==> src/rtl/seg7_pkg.sv <==
`default_nettype none
// ============================================================================
//  Module   : seg7_pkg
//  Purpose  : Shared 7-segment encodings, digit-enable codes and slot index
//             type for the three-digit display scanner.
//  Revision : 1.0  initial release
// ============================================================================
package seg7_pkg;

    // Scan slot index: 0 = units, 1 = tens, 2 = hundreds.
    typedef logic [1:0] slot_t;

    localparam slot_t SLOT_UNITS = 2'd0;
    localparam slot_t SLOT_TENS  = 2'd1;
    localparam slot_t SLOT_HUND  = 2'd2;

    // Segment patterns, bit order {a,b,c,d,e,f,g}, active-high.
    localparam logic [6:0] SEG_0     = 7'b1111110;
    localparam logic [6:0] SEG_1     = 7'b0110000;
    localparam logic [6:0] SEG_2     = 7'b1101101;
    localparam logic [6:0] SEG_3     = 7'b1111001;
    localparam logic [6:0] SEG_4     = 7'b0110011;
    localparam logic [6:0] SEG_5     = 7'b1011011;
    localparam logic [6:0] SEG_6     = 7'b1011111;
    localparam logic [6:0] SEG_7     = 7'b1110000;
    localparam logic [6:0] SEG_8     = 7'b1111111;
    localparam logic [6:0] SEG_9     = 7'b1111011;
    localparam logic [6:0] SEG_BLANK = 7'b0000000;
    localparam logic [6:0] SEG_DASH  = 7'b0000001;

    // One-hot digit enables, active-high.
    localparam logic [2:0] DISP_UNITS = 3'b001;
    localparam logic [2:0] DISP_TENS  = 3'b010;
    localparam logic [2:0] DISP_HUND  = 3'b100;
    localparam logic [2:0] DISP_OFF   = 3'b000;

endpackage : seg7_pkg
`default_nettype wire

==> src/rtl/bcd_to_seg7.sv <==
`default_nettype none
// ============================================================================
//  Module   : bcd_to_seg7
//  Purpose  : Combinational BCD to 7-segment encoder; non-BCD codes (10-15)
//             produce a dash so a corrupted digit is visibly wrong.
//  Revision : 1.0  initial release
// ============================================================================
module bcd_to_seg7
    import seg7_pkg::*;
(
    input  logic [3:0] i_digit,
    output logic [6:0] o_seg
);

    // Table lookup with the dash as the catch-all for invalid codes.
    always_comb begin
        o_seg = SEG_DASH;
        case (i_digit)
            4'd0:    o_seg = SEG_0;
            4'd1:    o_seg = SEG_1;
            4'd2:    o_seg = SEG_2;
            4'd3:    o_seg = SEG_3;
            4'd4:    o_seg = SEG_4;
            4'd5:    o_seg = SEG_5;
            4'd6:    o_seg = SEG_6;
            4'd7:    o_seg = SEG_7;
            4'd8:    o_seg = SEG_8;
            4'd9:    o_seg = SEG_9;
            default: o_seg = SEG_DASH;
        endcase
    end

endmodule : bcd_to_seg7
`default_nettype wire

==> src/rtl/seg_scan3.sv <==
`default_nettype none
// ============================================================================
//  Module   : seg_scan3
//  Purpose  : Three-digit multiplexed 7-segment scanner. Captures a coherent
//             snapshot of the digits once per frame, blanks the start of every
//             digit slot to prevent ghosting, and optionally suppresses
//             leading zeros. All outputs are registered.
//  Revision : 1.0  initial release
// ============================================================================
module seg_scan3
    import seg7_pkg::*;
#(
    parameter int SCAN_DIV  = 33334,  // clocks per digit slot
    parameter int BLANK_CYC = 1000,   // dark clocks at the start of each slot
    parameter int LZ_BLANK  = 1       // 1 = hide leading zeros
)(
    input  logic       clk,
    input  logic       reset,
    input  logic       en,
    input  logic [3:0] digit_units,
    input  logic [3:0] digit_tens,
    input  logic [3:0] digit_hund,
    output logic [6:0] segments,
    output logic [2:0] display,
    output logic       frame_start
);

    localparam int              c_cw       = (SCAN_DIV > 2) ? $clog2(SCAN_DIV) : 1;
    localparam logic [c_cw-1:0] c_cnt_last = c_cw'(SCAN_DIV - 1);
    localparam logic [c_cw-1:0] c_blank    = c_cw'(BLANK_CYC);

    logic [c_cw-1:0] r_cnt;
    slot_t           r_slot;
    logic [3:0]      r_snap_u;
    logic [3:0]      r_snap_t;
    logic [3:0]      r_snap_h;

    logic            w_wrap;
    logic            w_frame;
    slot_t           w_slot_nxt;
    logic [3:0]      w_digit;
    logic [6:0]      w_seg_enc;
    logic            w_suppress;
    logic [2:0]      w_disp_nxt;
    logic [6:0]      w_seg_nxt;

    assign w_wrap  = (r_cnt == c_cnt_last);
    // Frame boundary: the snapshot is taken at the very first clock of slot 0.
    assign w_frame = (r_slot == SLOT_UNITS) && (r_cnt == '0);

    // Slot sequencing: units -> tens -> hundreds -> units at each slot wrap.
    always_comb begin
        w_slot_nxt = r_slot;
        if (w_wrap) begin
            case (r_slot)
                SLOT_UNITS: w_slot_nxt = SLOT_TENS;
                SLOT_TENS:  w_slot_nxt = SLOT_HUND;
                default:    w_slot_nxt = SLOT_UNITS;
            endcase
        end
    end

    // Select the snapshot digit belonging to the current slot.
    always_comb begin
        w_digit = r_snap_u;
        case (r_slot)
            SLOT_TENS: w_digit = r_snap_t;
            SLOT_HUND: w_digit = r_snap_h;
            default:   w_digit = r_snap_u;
        endcase
    end

    bcd_to_seg7 u_enc (
        .i_digit (w_digit),
        .o_seg   (w_seg_enc)
    );

    // Leading-zero suppression; only true zeros count, so invalid codes still
    // show their dash.
    always_comb begin
        w_suppress = 1'b0;
        if (LZ_BLANK != 0) begin
            case (r_slot)
                SLOT_HUND: w_suppress = (r_snap_h == 4'd0);
                SLOT_TENS: w_suppress = (r_snap_h == 4'd0) && (r_snap_t == 4'd0);
                default:   w_suppress = 1'b0;
            endcase
        end
    end

    // Next output values: dark during the blanking guard or when suppressed.
    always_comb begin
        w_disp_nxt = DISP_OFF;
        w_seg_nxt  = SEG_BLANK;
        if ((r_cnt >= c_blank) && !w_suppress) begin
            case (r_slot)
                SLOT_UNITS: begin w_disp_nxt = DISP_UNITS; w_seg_nxt = w_seg_enc; end
                SLOT_TENS:  begin w_disp_nxt = DISP_TENS;  w_seg_nxt = w_seg_enc; end
                SLOT_HUND:  begin w_disp_nxt = DISP_HUND;  w_seg_nxt = w_seg_enc; end
                default:    begin w_disp_nxt = DISP_OFF;   w_seg_nxt = SEG_BLANK; end
            endcase
        end
    end

    // Prescaler, slot state, snapshot and output registers.
    always_ff @(posedge clk) begin
        if (reset) begin
            r_cnt       <= '0;
            r_slot      <= SLOT_UNITS;
            r_snap_u    <= 4'd0;
            r_snap_t    <= 4'd0;
            r_snap_h    <= 4'd0;
            display     <= DISP_OFF;
            segments    <= SEG_BLANK;
            frame_start <= 1'b0;
        end else if (!en) begin
            // Parked: dark and rewound, but the last snapshot is kept.
            r_cnt       <= '0;
            r_slot      <= SLOT_UNITS;
            display     <= DISP_OFF;
            segments    <= SEG_BLANK;
            frame_start <= 1'b0;
        end else begin
            r_cnt       <= w_wrap ? '0 : r_cnt + 1'b1;
            r_slot      <= w_slot_nxt;
            frame_start <= w_frame;
            if (w_frame) begin
                r_snap_u <= digit_units;
                r_snap_t <= digit_tens;
                r_snap_h <= digit_hund;
            end
            display     <= w_disp_nxt;
            segments    <= w_seg_nxt;
        end
    end

endmodule : seg_scan3
`default_nettype wire

==> config.mk <==
export PLATFORM = sky130hd
export DESIGN_NAME = seg_scan3
export DESIGN_NICKNAME = d
export VERILOG_FILES = /design/src/rtl/seg7_pkg.sv /design/src/rtl/bcd_to_seg7.sv /design/src/rtl/seg_scan3.sv
export SDC_FILE = /design/constraint.sdc
export NUM_CORES = 1
export LEC_CHECK = 0
export ABC_AREA = 1
export CAP_MARGIN = 20
export CORE_ASPECT_RATIO = 2
export CORE_MARGIN = 3
export CORE_UTILIZATION = 55
export CTS_CLUSTER_SIZE = 24
export DETAILED_ROUTE_END_ITERATION = 8
export DONT_BUFFER_PORTS = 1
export PLACE_DENSITY = 0.7
export SLEW_MARGIN = 10
export SYNTH_ARGS = -nofsm -noshare
export SYNTH_HDL_FRONTEND = slang
export SYNTH_SLANG_ARGS = --single-unit
export TNS_END_PERCENT = 20
==> constraint.sdc <==
create_clock -name clk -period 2.1 [get_ports clk]
set_input_delay 0.525 -clock clk [delete_from_list [all_inputs] [get_ports clk]]
set_output_delay 0.525 -clock clk [all_outputs]
set_load 0.005 [all_outputs]
==> flow_metrics.env <==
export IMPL_outcome="completed"
export IMPL_setup_tns_ps=0
export IMPL_antenna_left=0
export IMPL_crit_buf_inv=3
export IMPL_cts_buffer_depth=2
export IMPL_viasPerCell=4.91
export IMPL_max_slew_margin_pct=75.6
export IMPL_synth_area_mm2=0.00216
export IMPL_totalWireLength_mm=4.59
export IMPL_die_h_um=94.6
export IMPL_peakVddDrop_mv=0.609
export IMPL_max_freq_ghz=0.539
export IMPL_drt_iter0_markers=35
export IMPL_core_region_area_mm2=0.00368
export IMPL_grt_antenna_before_repair=0
export IMPL_clock_latency_ps=290
export IMPL_layout_min_cycle_time_ps=1860
export IMPL_tightest_slew_ps=366
export IMPL_htreeDepth=2
export IMPL_hold_path_class="in2reg"
export IMPL_crit_reg2reg_launch="r_slot[1]"
export IMPL_r2r_end="segments[3]"
export IMPL_yosys_top_cells_area="dfxtp_1 (38%), nand2_1 (15%), nor2_1 (12%)"
export IMPL_drt_pass1_iterations=4
export IMPL_synthCells=320
export IMPL_synth_top_area_share_pct=38.1
export IMPL_crit_family="adder cells"
export IMPL_max_cap_violations=0
export IMPL_path_max_fanout=7
export IMPL_grt_overflow_total=0
export IMPL_vias=1842
export IMPL_slew_viol_final=0
export IMPL_rsz0062_at_grt="no"
export IMPL_slowest_delay_ps=400
export IMPL_arrival_ps=2040
export IMPL_worst_endpoint_required_ps=2290
export IMPL_cts_tree="done"
export IMPL_grt_usage_pct=21.7
export IMPL_drc_errors=0
export IMPL_hold_depth=1
export IMPL_syn_mean_instance_area_um2=6.74
export IMPL_ios=26
export IMPL_fin_cells=375
export IMPL_area_growth_pct=7.42
export IMPL_critical_path_endpoint_type="register"
export IMPL_hold_start="reset"
export IMPL_ys_ff_latch=41
export IMPL_final_util_pct=62.9
export IMPL_finalClockSkew_ps=9.52
export IMPL_regToRegSetupSlack_ps=240
export IMPL_crit_slowest_cell="ha_2"
export IMPL_drive_gt1_share_pct=7.36
export IMPL_critPathMostFrequentCell="nand2_1"
export IMPL_setup_violations_final=0
export IMPL_power_mw=1.58
export IMPL_reg2reg_depth=11
export IMPL_gp_congestion=0.914
export IMPL_criticalPathCategory="reg2reg"
export IMPL_die_x_um=50.3
export IMPL_ctsHoldBuffers=0
export IMPL_rows=31
export IMPL_p_leak_nw=1.08
export IMPL_cts_num_sinks=41
export IMPL_dieArea_mm2=0.00475
export IMPL_synth_cell_type_count=26
export IMPL_clk_pin_slew_worst_paths_ps=80
export IMPL_synth_top_area_cell="dfxtp_1"
export IMPL_hold_violations=0
export IMPL_cts_root_buffer="clkbuf_8"
export IMPL_layout_nets=355
export IMPL_cp_start_kind="register"
export IMPL_grt_max_degree=26
export IMPL_grt_pass1_wl_mm=7.85
export IMPL_path_cells="inv_1 > ha_2 > inv_2 > nand2_1 > nand2_1 > inv_1 > ha_1 > nand3_1 > nand2_1 > a21oi_1 > nor2_1"
export IMPL_numCtsBuffers=5
export IMPL_place_hpwl_mm=3.71
export IMPL_io_buffers=0
export IMPL_ys_seq_area_share_pct=38.1
export IMPL_period_share_pct=88.4
export IMPL_wl_per_cell_um=12.2
export IMPL_dp_cells=368
export IMPL_power_density_mw_per_mm2=680
export IMPL_hold_end="frame_start"
export IMPL_syn_nets=349
export IMPL_start_util_pct=58.5
export IMPL_diodes=0
export IMPL_grt_pass1_vias=1934
export IMPL_ys_warn_count=0
## routing by layer
layer  track usage [%]  share of wire [%]  wire, µm  vias to the layer above
met2              42.8                 57      2620                       30
met1              18.5                 34      1580                      805
met5                 0                  0         0                        -
li1                  -                  -         -                      988
met4              16.2                6.0       276                        0
met3              3.16                2.4       110                       19
## cell usage in the layout, fill, tap and decap left out
cell,instances
a21oi_1,10
nor2_4,1
nor3_1,6
nand4_1,4
nand3_2,1
dfxtp_2,1
ha_1,13
buf_4,4
inv_1,41
bufinv_16,1
o21ai_0,4
nor2_1,69
inv_2,1
nand2_1,84
nand3_1,24
nor3b_1,1
xor2_1,2
nor2_2,3
a31oi_1,1
nand2_2,3
xnor2_1,2
dfxtp_1,40
nand3b_1,1
o21ai_2,1
nand4_4,1
ha_2,1
clkbuf_8,5
clkinv_2,1
## where the power goes
group / leakage, nW / internal, mW / total [mW] / switching [mW]
clock network: 0.0540 / 0.346 / 0.608 / 0.262
logic: 0.692 / 0.0553 / 0.157 / 0.101
registers: 0.334 / 0.799 / 0.812 / 0.0121
total: 1.08 / 1.20 / 1.58 / 0.376
## sequential cells by signal, indices dropped and copies added, names as in the netlist
| signal | cells |
|---|---|
| display | 3 |
| frame_start | 1 |
| r_cnt | 16 |
| r_slot | 2 |
| r_snap_h | 4 |
| r_snap_t | 4 |
| r_snap_u | 4 |
| segments | 7 |
## what timing repair did
| action | in CTS | in global routing |
|---|---|---|
| setup endpoints to repair | 0 | 4 |
| buffers inserted | 0 | 0 |
| resized for setup | 0 | 2 |
## cell usage after synthesis
cell type  number
buf_2           1
nor3_1          6
nand3_2         1
nand4_4         1
o21ai_2         1
dfxtp_1        41
ha_1           14
a31oi_1         1
inv_1          41
buf_4           1
buf_6           2
nand3b_1        1
xnor2_1         2
nand4_1         4
nor2_2          3
nand2_1        84
nor2_1         69
nor2_4          1
nand3_1        24
clkbuf_1        1
nand2_2         3
a21oi_1        10
inv_2           1
nor3b_1         1
o21ai_0         4
xor2_1          2
## stage by stage
step | setup WS (ps) | hold WS [ps] | area [µm²]
after CTS | 142 | 292 | 2310
final | 244 | 306 | 2320
after global placement | 215 | 464 | 2210
after global routing | 16.4 | 297 | 2320
after floorplan | 226 | 445 | 2160
after detailed placement | 156 | 469 | 2210
## worst max path at each step
stage | endpoint | slack, ps | startpoint | depth (start not counted)
after detailed placement | segments[3] | 160 | r_slot[0] | 11
after global placement | segments[3] | 220 | r_slot[0] | 11
after floorplan | segments[3] | 230 | r_slot[0] | 11
final | segments[3] | 240 | r_slot[1] | 11
after CTS | segments[3] | 140 | r_slot[0] | 11
after global routing | segments[5] | 20 | r_slot[1] | 12
## cell families (layout without fill, tap and decap cells)
| logic type | after synthesis | in the layout | share of synthesized area [%] |
|---|---|---|---|
| AOI/OAI and AO/OA | 16 | 16 | 3.94 |
| xor gates and xnor gates | 4 | 4 | 1.62 |
| DFF | 41 | 41 | 38.1 |
| buffers and inverters | 47 | 53 | 9.11 |
| adders and majority gates | 14 | 14 | 8.12 |
| and+or+nand+nor | 198 | 198 | 39.2 |
## cell type report
cell class	count	area (µm²)
inverters	42	158
clock inverters	2	35.0
repair buffers	4	30.0
fillers	362	1370
clock buffers	5	68.8
flip-flops and latches	41	822
well taps	49	61.3
multi-input cells	232	1140
Note: power is estimated with default switching activity, not from simulation.
